===== src/rtl/mdu_sequencer_if.sv =====
`default_nettype none
// ============================================================================
// Module      : mdu_sequencer_if
// Description : Request/result bundle between the EX stage and the
//               multiply/divide sequencer.
// Revision    : 1.0  initial release
// ============================================================================
interface mdu_sequencer_if;
    logic        start;
    logic [2:0]  op;
    logic [31:0] data_a;
    logic [31:0] data_b;
    logic        flush;
    logic        busy;
    logic        done;
    logic [31:0] hi;
    logic [31:0] lo;

    modport master (
        output start, op, data_a, data_b, flush,
        input  busy, done, hi, lo
    );

    modport slave (
        input  start, op, data_a, data_b, flush,
        output busy, done, hi, lo
    );
endinterface
`default_nettype wire


===== src/rtl/mdu_sequencer.sv =====
`default_nettype none
// ============================================================================
// Module      : mdu_sequencer
// Description : Bit-serial MULT/MULTU/DIV/DIVU engine with the architectural
//               HI/LO registers, single-cycle MTHI/MTLO and flush abort.
// Revision    : 1.0  initial release
// ============================================================================
module mdu_sequencer (
    input  wire logic        clk,
    input  wire logic        reset,
    mdu_sequencer_if.slave   bus
);

    localparam logic [1:0] IDLE = 2'd0;
    localparam logic [1:0] RUN  = 2'd1;
    localparam logic [1:0] FIX  = 2'd2;

    localparam logic [4:0] C_LAST_STEP = 5'd31;

    logic [1:0]  r_state;
    logic [4:0]  r_count;
    logic        r_is_div;
    logic        r_neg_res;   // product / quotient must be negated
    logic        r_neg_rem;   // remainder takes the dividend sign
    logic        r_div_zero;
    logic [31:0] r_opb;       // multiplicand or divisor magnitude
    logic [31:0] r_work_hi;   // upper product half or partial remainder
    logic [31:0] r_work_lo;   // multiplier / dividend shifting out, result shifting in
    logic        r_busy;
    logic        r_done;
    logic [31:0] r_hi;
    logic [31:0] r_lo;

    logic        w_signed_op;
    logic [31:0] w_abs_a;
    logic [31:0] w_abs_b;
    logic [32:0] w_mul_sum;
    logic [32:0] w_div_shift;
    logic [32:0] w_div_trial;
    logic [63:0] w_prod;
    logic [63:0] w_prod_fix;
    logic [31:0] w_quo_fix;
    logic [31:0] w_rem_fix;

    // Operand magnitudes and per-step datapath arithmetic
    always_comb begin
        w_signed_op = ~bus.op[0];
        w_abs_a     = (w_signed_op && bus.data_a[31]) ? (32'd0 - bus.data_a) : bus.data_a;
        w_abs_b     = (w_signed_op && bus.data_b[31]) ? (32'd0 - bus.data_b) : bus.data_b;

        // Shift-add: add multiplicand when the current multiplier bit is set
        w_mul_sum   = {1'b0, r_work_hi} + (r_work_lo[0] ? {1'b0, r_opb} : 33'd0);

        // Restoring division: the remainder stays below the divisor, so the
        // shifted value fits in 33 bits and bit 32 of the trial is the borrow
        w_div_shift = {r_work_hi, r_work_lo[31]};
        w_div_trial = w_div_shift - {1'b0, r_opb};

        w_prod      = {r_work_hi, r_work_lo};
        w_prod_fix  = r_neg_res ? (64'd0 - w_prod) : w_prod;
        // Divide-by-zero: quotient is all ones; the remainder path already
        // reproduces the original dividend once the dividend sign is applied
        w_quo_fix   = r_div_zero ? 32'hFFFF_FFFF
                                 : (r_neg_res ? (32'd0 - r_work_lo) : r_work_lo);
        w_rem_fix   = r_neg_rem ? (32'd0 - r_work_hi) : r_work_hi;
    end

    // Sequencer state, iteration datapath and HI/LO update
    always_ff @(posedge clk or posedge reset) begin
        if (reset) begin
            r_state    <= IDLE;
            r_count    <= 5'd0;
            r_is_div   <= 1'b0;
            r_neg_res  <= 1'b0;
            r_neg_rem  <= 1'b0;
            r_div_zero <= 1'b0;
            r_opb      <= 32'd0;
            r_work_hi  <= 32'd0;
            r_work_lo  <= 32'd0;
            r_busy     <= 1'b0;
            r_done     <= 1'b0;
            r_hi       <= 32'd0;
            r_lo       <= 32'd0;
        end else begin
            r_done <= 1'b0;
            if (bus.flush) begin
                // Abort anything in flight and drop any request this cycle
                r_state <= IDLE;
                r_busy  <= 1'b0;
            end else begin
                case (r_state)
                    IDLE: begin
                        if (bus.start && !bus.op[2]) begin
                            r_is_div   <= bus.op[1];
                            r_neg_res  <= w_signed_op & (bus.data_a[31] ^ bus.data_b[31]);
                            r_neg_rem  <= w_signed_op & bus.data_a[31];
                            r_div_zero <= (bus.data_b == 32'd0);
                            r_opb      <= w_abs_b;
                            r_work_hi  <= 32'd0;
                            r_work_lo  <= w_abs_a;
                            r_count    <= 5'd0;
                            r_busy     <= 1'b1;
                            r_state    <= RUN;
                        end else if (bus.start && !bus.op[1]) begin
                            if (bus.op[0]) begin
                                r_lo <= bus.data_a;
                            end else begin
                                r_hi <= bus.data_a;
                            end
                            r_done <= 1'b1;
                        end
                    end
                    RUN: begin
                        if (r_is_div) begin
                            r_work_hi <= w_div_trial[32] ? w_div_shift[31:0] : w_div_trial[31:0];
                            r_work_lo <= {r_work_lo[30:0], ~w_div_trial[32]};
                        end else begin
                            r_work_hi <= w_mul_sum[32:1];
                            r_work_lo <= {w_mul_sum[0], r_work_lo[31:1]};
                        end
                        r_count <= r_count + 5'd1;
                        if (r_count == C_LAST_STEP) begin
                            r_state <= FIX;
                        end
                    end
                    FIX: begin
                        if (r_is_div) begin
                            r_hi <= w_rem_fix;
                            r_lo <= w_quo_fix;
                        end else begin
                            r_hi <= w_prod_fix[63:32];
                            r_lo <= w_prod_fix[31:0];
                        end
                        r_done  <= 1'b1;
                        r_busy  <= 1'b0;
                        r_state <= IDLE;
                    end
                    default: begin
                        r_busy  <= 1'b0;
                        r_state <= IDLE;
                    end
                endcase
            end
        end
    end

    assign bus.busy = r_busy;
    assign bus.done = r_done;
    assign bus.hi   = r_hi;
    assign bus.lo   = r_lo;

endmodule
`default_nettype wire


===== src/flat_wrapper.sv =====
// flat-port wrapper written by rule: the top's interface ports become plain ports
module mdu_sequencer_flat 
  (clk, reset, bus_start, bus_op, bus_data_a, bus_data_b, bus_flush, bus_busy, bus_done, bus_hi, bus_lo);
  mdu_sequencer_if bus_i ();
  input  wire logic clk;
  input  wire logic reset;
  input wire logic [$bits(bus_i.start)-1:0] bus_start;
  input wire logic [$bits(bus_i.op)-1:0] bus_op;
  input wire logic [$bits(bus_i.data_a)-1:0] bus_data_a;
  input wire logic [$bits(bus_i.data_b)-1:0] bus_data_b;
  input wire logic [$bits(bus_i.flush)-1:0] bus_flush;
  output wire logic [$bits(bus_i.busy)-1:0] bus_busy;
  output wire logic [$bits(bus_i.done)-1:0] bus_done;
  output wire logic [$bits(bus_i.hi)-1:0] bus_hi;
  output wire logic [$bits(bus_i.lo)-1:0] bus_lo;
  assign bus_i.start = bus_start;
  assign bus_i.op = bus_op;
  assign bus_i.data_a = bus_data_a;
  assign bus_i.data_b = bus_data_b;
  assign bus_i.flush = bus_flush;
  assign bus_busy = bus_i.busy;
  assign bus_done = bus_i.done;
  assign bus_hi = bus_i.hi;
  assign bus_lo = bus_i.lo;
  mdu_sequencer u_core (.clk(clk), .reset(reset), .bus(bus_i));
endmodule

===== config.mk =====
export PLATFORM = sky130hd
export DESIGN_NAME = mdu_sequencer_flat
export DESIGN_NICKNAME = d
export VERILOG_FILES = /design/src/rtl/mdu_sequencer_if.sv /design/src/rtl/mdu_sequencer.sv /design/src/flat_wrapper.sv
export SDC_FILE = /design/constraint.sdc
export NUM_CORES = 1
export LEC_CHECK = 0
export CAP_MARGIN = 0
export CORE_UTILIZATION = 50
export DETAILED_ROUTE_END_ITERATION = 16
export PLACE_DENSITY = 0.72
export SLEW_MARGIN = 15
export SYNTH_ARGS = -nofsm -noshare
export SYNTH_HDL_FRONTEND = slang
export SYNTH_SLANG_ARGS = --single-unit

===== constraint.sdc =====
create_clock -name clk -period 11 [get_ports clk]
set_clock_uncertainty 0.1 [all_clocks]
set_input_delay 1.1 -clock clk [delete_from_list [all_inputs] [get_ports clk]]
set_output_delay 1.1 -clock clk [all_outputs]
set_load 0.02 [all_outputs]

==> impl_metrics.py <==
metrics = {
    "route": {
        "wl_um": 43100,
        "dr.pass1.iters": 7,
        "antenna_left": 0,
        "drt_iter0_markers": 1352,
        "vias_per_cell": 6.06,
        "avgRoutedWirePerCell_um": 19.2,
        "remaining_drc_errors": 0,
        "vias": 13600,
    },
    "setup_path": {
        "path_buf_inv": 1,
        "cp_max_fo": 31,
        "crit_type": "reg2reg",
        "startpoint_type": "register",
        "cp_slowest_stage_delay_ns": 0.80,
        "cp_common_cell": "nor2_1",
        "cpMaxStageDelayCell": "a2111oi_0",
        "crit_path_start": "u_core.r_work_lo[0]",
        "crit_path_end_kind": "register",
        "worstPathArrival_ns": 4.79,
        "cp_top_family": "compound AO/OA/AOI/OAI gates",
        "r2r-start": "u_core.r_work_lo[0]",
        "cp_data_required_time_ns": 11.22,
        "crit_path_cell_trace": "inv_1, nor2_1, ha_1, nor2b_1, o21ai_0, a21oi_1, o211ai_1, a32oi_1, a2111oi_0, nor2_1, nor4b_1, o31ai_1",
    },
    "timing": {
        "finalWorstPathRequiredPeriod_ns": 4.58,
        "max_freq_mhz": 218,
        "totalNegativeSetupSlack_ns": 0,
        "finalCritPeriodShare_pct": 41.6,
        "hold_viol_final": 0,
        "rsz0062_at_grt": "no",
        "drv_slew": 0,
        "slew_headroom_pct": 32.2,
        "final-setup-viol-count": 0,
        "max_slew.worst_pin.slew_ns": 1.02,
    },
    "die": {
        "ioPinCount": 137,
        "coreArea_um2": 27900,
        "die_y_um": 171,
        "dieArea_um2": 29100,
        "die_width_um": 171,
        "rows": 61,
        "initial_core_util_pct": 51.0,
    },
    "place": {
        "place_congestion": 1.00,
        "numPortBuffers": 136,
        "dp_hpwl_um": 32000,
        "placed_area_um2": 15800,
    },
    "clock_network": {
        "clk_path_buf_depth": 2,
        "post-cts-setup-buffers": 0,
        "htree_levels": 4,
        "clk_latency_ns": 0.44,
        "cts_resized": 0,
        "clk_pin_slew_worst_paths_ns": 0.08,
        "cts_tree": "done",
        "root_buffer": "clkbuf_16",
        "cts_buffers": 17,
        "cts_hold_buf": 0,
        "cts_sinks": 173,
    },
    "final_layout": {
        "final_area_um2": 16400,
        "areaGrowthSynthToFinish_pct": 15.6,
        "layout_common_cells": "nand2_1, o21ai_0, dfrtp_1",
        "layout-drive-gt1-share_pct": 4.67,
        "antenna-diode-count": 0,
        "fin_nets": 1993,
        "final_common_cell": "nand2_1",
    },
    "min_path": {
        "hold_path.class": "reg2reg",
        "hp-start": "u_core.r_opb[11]",
    },
    "synthesis": {
        "synth_top_family_by_area": "compound AO/OA/AOI/OAI gates",
        "syn_area_per_cell_um2": 7.98,
        "synth_nets": 1922,
        "synth-simple-area-share_pct": 18.2,
        "synth_sequential_area_ratio_pct": 30.5,
        "synthFlopType": "dfrtp_1",
        "synth-xor-area-share_pct": 10.7,
        "async_flop_share_pct": 100,
        "yosys_warnings": 0,
        "synthAdderAreaFrac_pct": 6.45,
        "synth_compound_area_share_pct": 25.5,
        "synth_area_um2": 14200,
        "ys_seq_elements": 173,
        "muxShareOfSynthArea_pct": 3.97,
        "synth_edf_count": 0,
        "synthCells": 1779,
        "synthDistinctLibCells": 81,
    },
    "pwr": {
        "peakVddDrop_uv": 90.9,
        "p_leak_nw": 7.08,
        "power_density_nw_per_um2": 159,
    },
    "global_route": {
        "antenna_found_initial": 1,
        "grt_overflow": 0,
        "grt_max_degree": 72,
        "grt_pass1_wl_um": 69300,
        "grt_pass1_vias": 12800,
        "grtUsageTotal_pct": 30.3,
    },
    "status": {
        "status": "completed",
    },
    "run": {
        "maxCapViolations": 0,
    },
}
==> report_power, final <==
part	total (mW)	switching, mW	internal [mW]
Sequential	0.887	0.134	0.753
Combinational	1.12	0.642	0.479
Clock	0.606	0.302	0.304
==> flip-flops by register name, summed over array words and instances (netlist names) <==
| signal | flops |
|---|---|
| u_core.bus.hi | 32 |
| u_core.bus.lo | 32 |
| u_core.r_opb | 32 |
| u_core.r_work_hi | 32 |
| u_core.r_work_lo | 32 |
| u_core.r_count | 5 |
| u_core.r_state | 2 |
| u_core.bus.busy | 1 |
| u_core.bus.done | 1 |
| u_core.r_div_zero | 1 |
| u_core.r_is_div | 1 |
| u_core.r_neg_rem | 1 |
| u_core.r_neg_res | 1 |
==> synthesized netlist by cell type, types with 28 or more instances <==
cell	count	area, um^2
nand2_1	226	848
o21ai_0	213	1070
dfrtp_1	173	4330
nor2_1	121	454
a21oi_1	120	601
xnor2_1	116	1020
clkbuf_1	89	334
inv_1	72	270
ha_1	70	876
xor2_1	57	499
mux2i_1	54	541
a21o_1	39	293
o31ai_1	32	240
nor3_1	28	140
o22ai_1	28	175
==> metrics by stage <==
| step | worst slack (ns) | hold WS [ns] | util (%) | std cells | total power, mW |
|---|---|---|---|---|---|
| finish | 6.42 | 0.377 | 58.9 | 2241 | 2.61 |
| global route | 6.12 | 0.403 | 58.9 | 2241 | 2.77 |
| CTS | 6.50 | 0.386 | 58.9 | 2241 | 2.61 |
| detailed placement | 6.52 | 0.367 | 56.8 | 2209 | 2.00 |
| global placement | 6.62 | 0.361 | 56.8 | 2209 | 1.99 |
| floorplan | 5.11 | 0.350 | - | 1779 | 1.63 |
==> logic make-up (layout without fill, tap and decap cells) <==
| kind of cell | count (synthesis) | in the layout |
|---|---|---|
| multiplexers | 56 | 56 |
| XOR/XNOR | 173 | 173 |
| adder cells (fa/ha/maj) | 72 | 72 |
| AO/OA/AOI/OAI | 584 | 584 |
| flip-flops | 173 | 173 |
| buffers and inverters | 176 | 260 |
| AND/OR/NAND/NOR | 545 | 545 |
==> layer usage <==
layer / global-route usage [%] / vias up / share of wire [%]
met5: 0 / - / 0
li1: - / 6538 / -
met4: 9.87 / 0 / 2.4
met2: 49.9 / 596 / 47
met3: 4.00 / 74 / 7.3
met1: 41.0 / 6364 / 44
==> final timing paths <==
kind	cells after the start	slack [ns]	end
hold / removal	2	0.38	u_core.r_opb[11]
min in group asynchronous	2	0.98	u_core.r_opb[4]
setup / recovery	12	6.42	u_core.r_work_hi[29]
hold reg to reg	2	0.38	u_core.r_opb[11]
setup reg to reg	12	6.42	u_core.r_work_hi[29]
max in group asynchronous	3	8.52	u_core.r_is_div
==> final cells by class <==
class	instances	area [um^2]
Clock buffer	18	429
Clock inverter	14	148
Fill cell	2506	11500
Inverter	73	279
Multi-Input combinational cell	1430	9240
Sequential cell	173	4330
Tap cell	378	473
Timing Repair Buffer	155	1500
==> tightest hold or removal path: stages, from the launching register on <==
cell	delay, ns
dfrtp_1	0.34
nand2_1	0.04
o21ai_0	0.06
(Power assumes the default switching activity.)
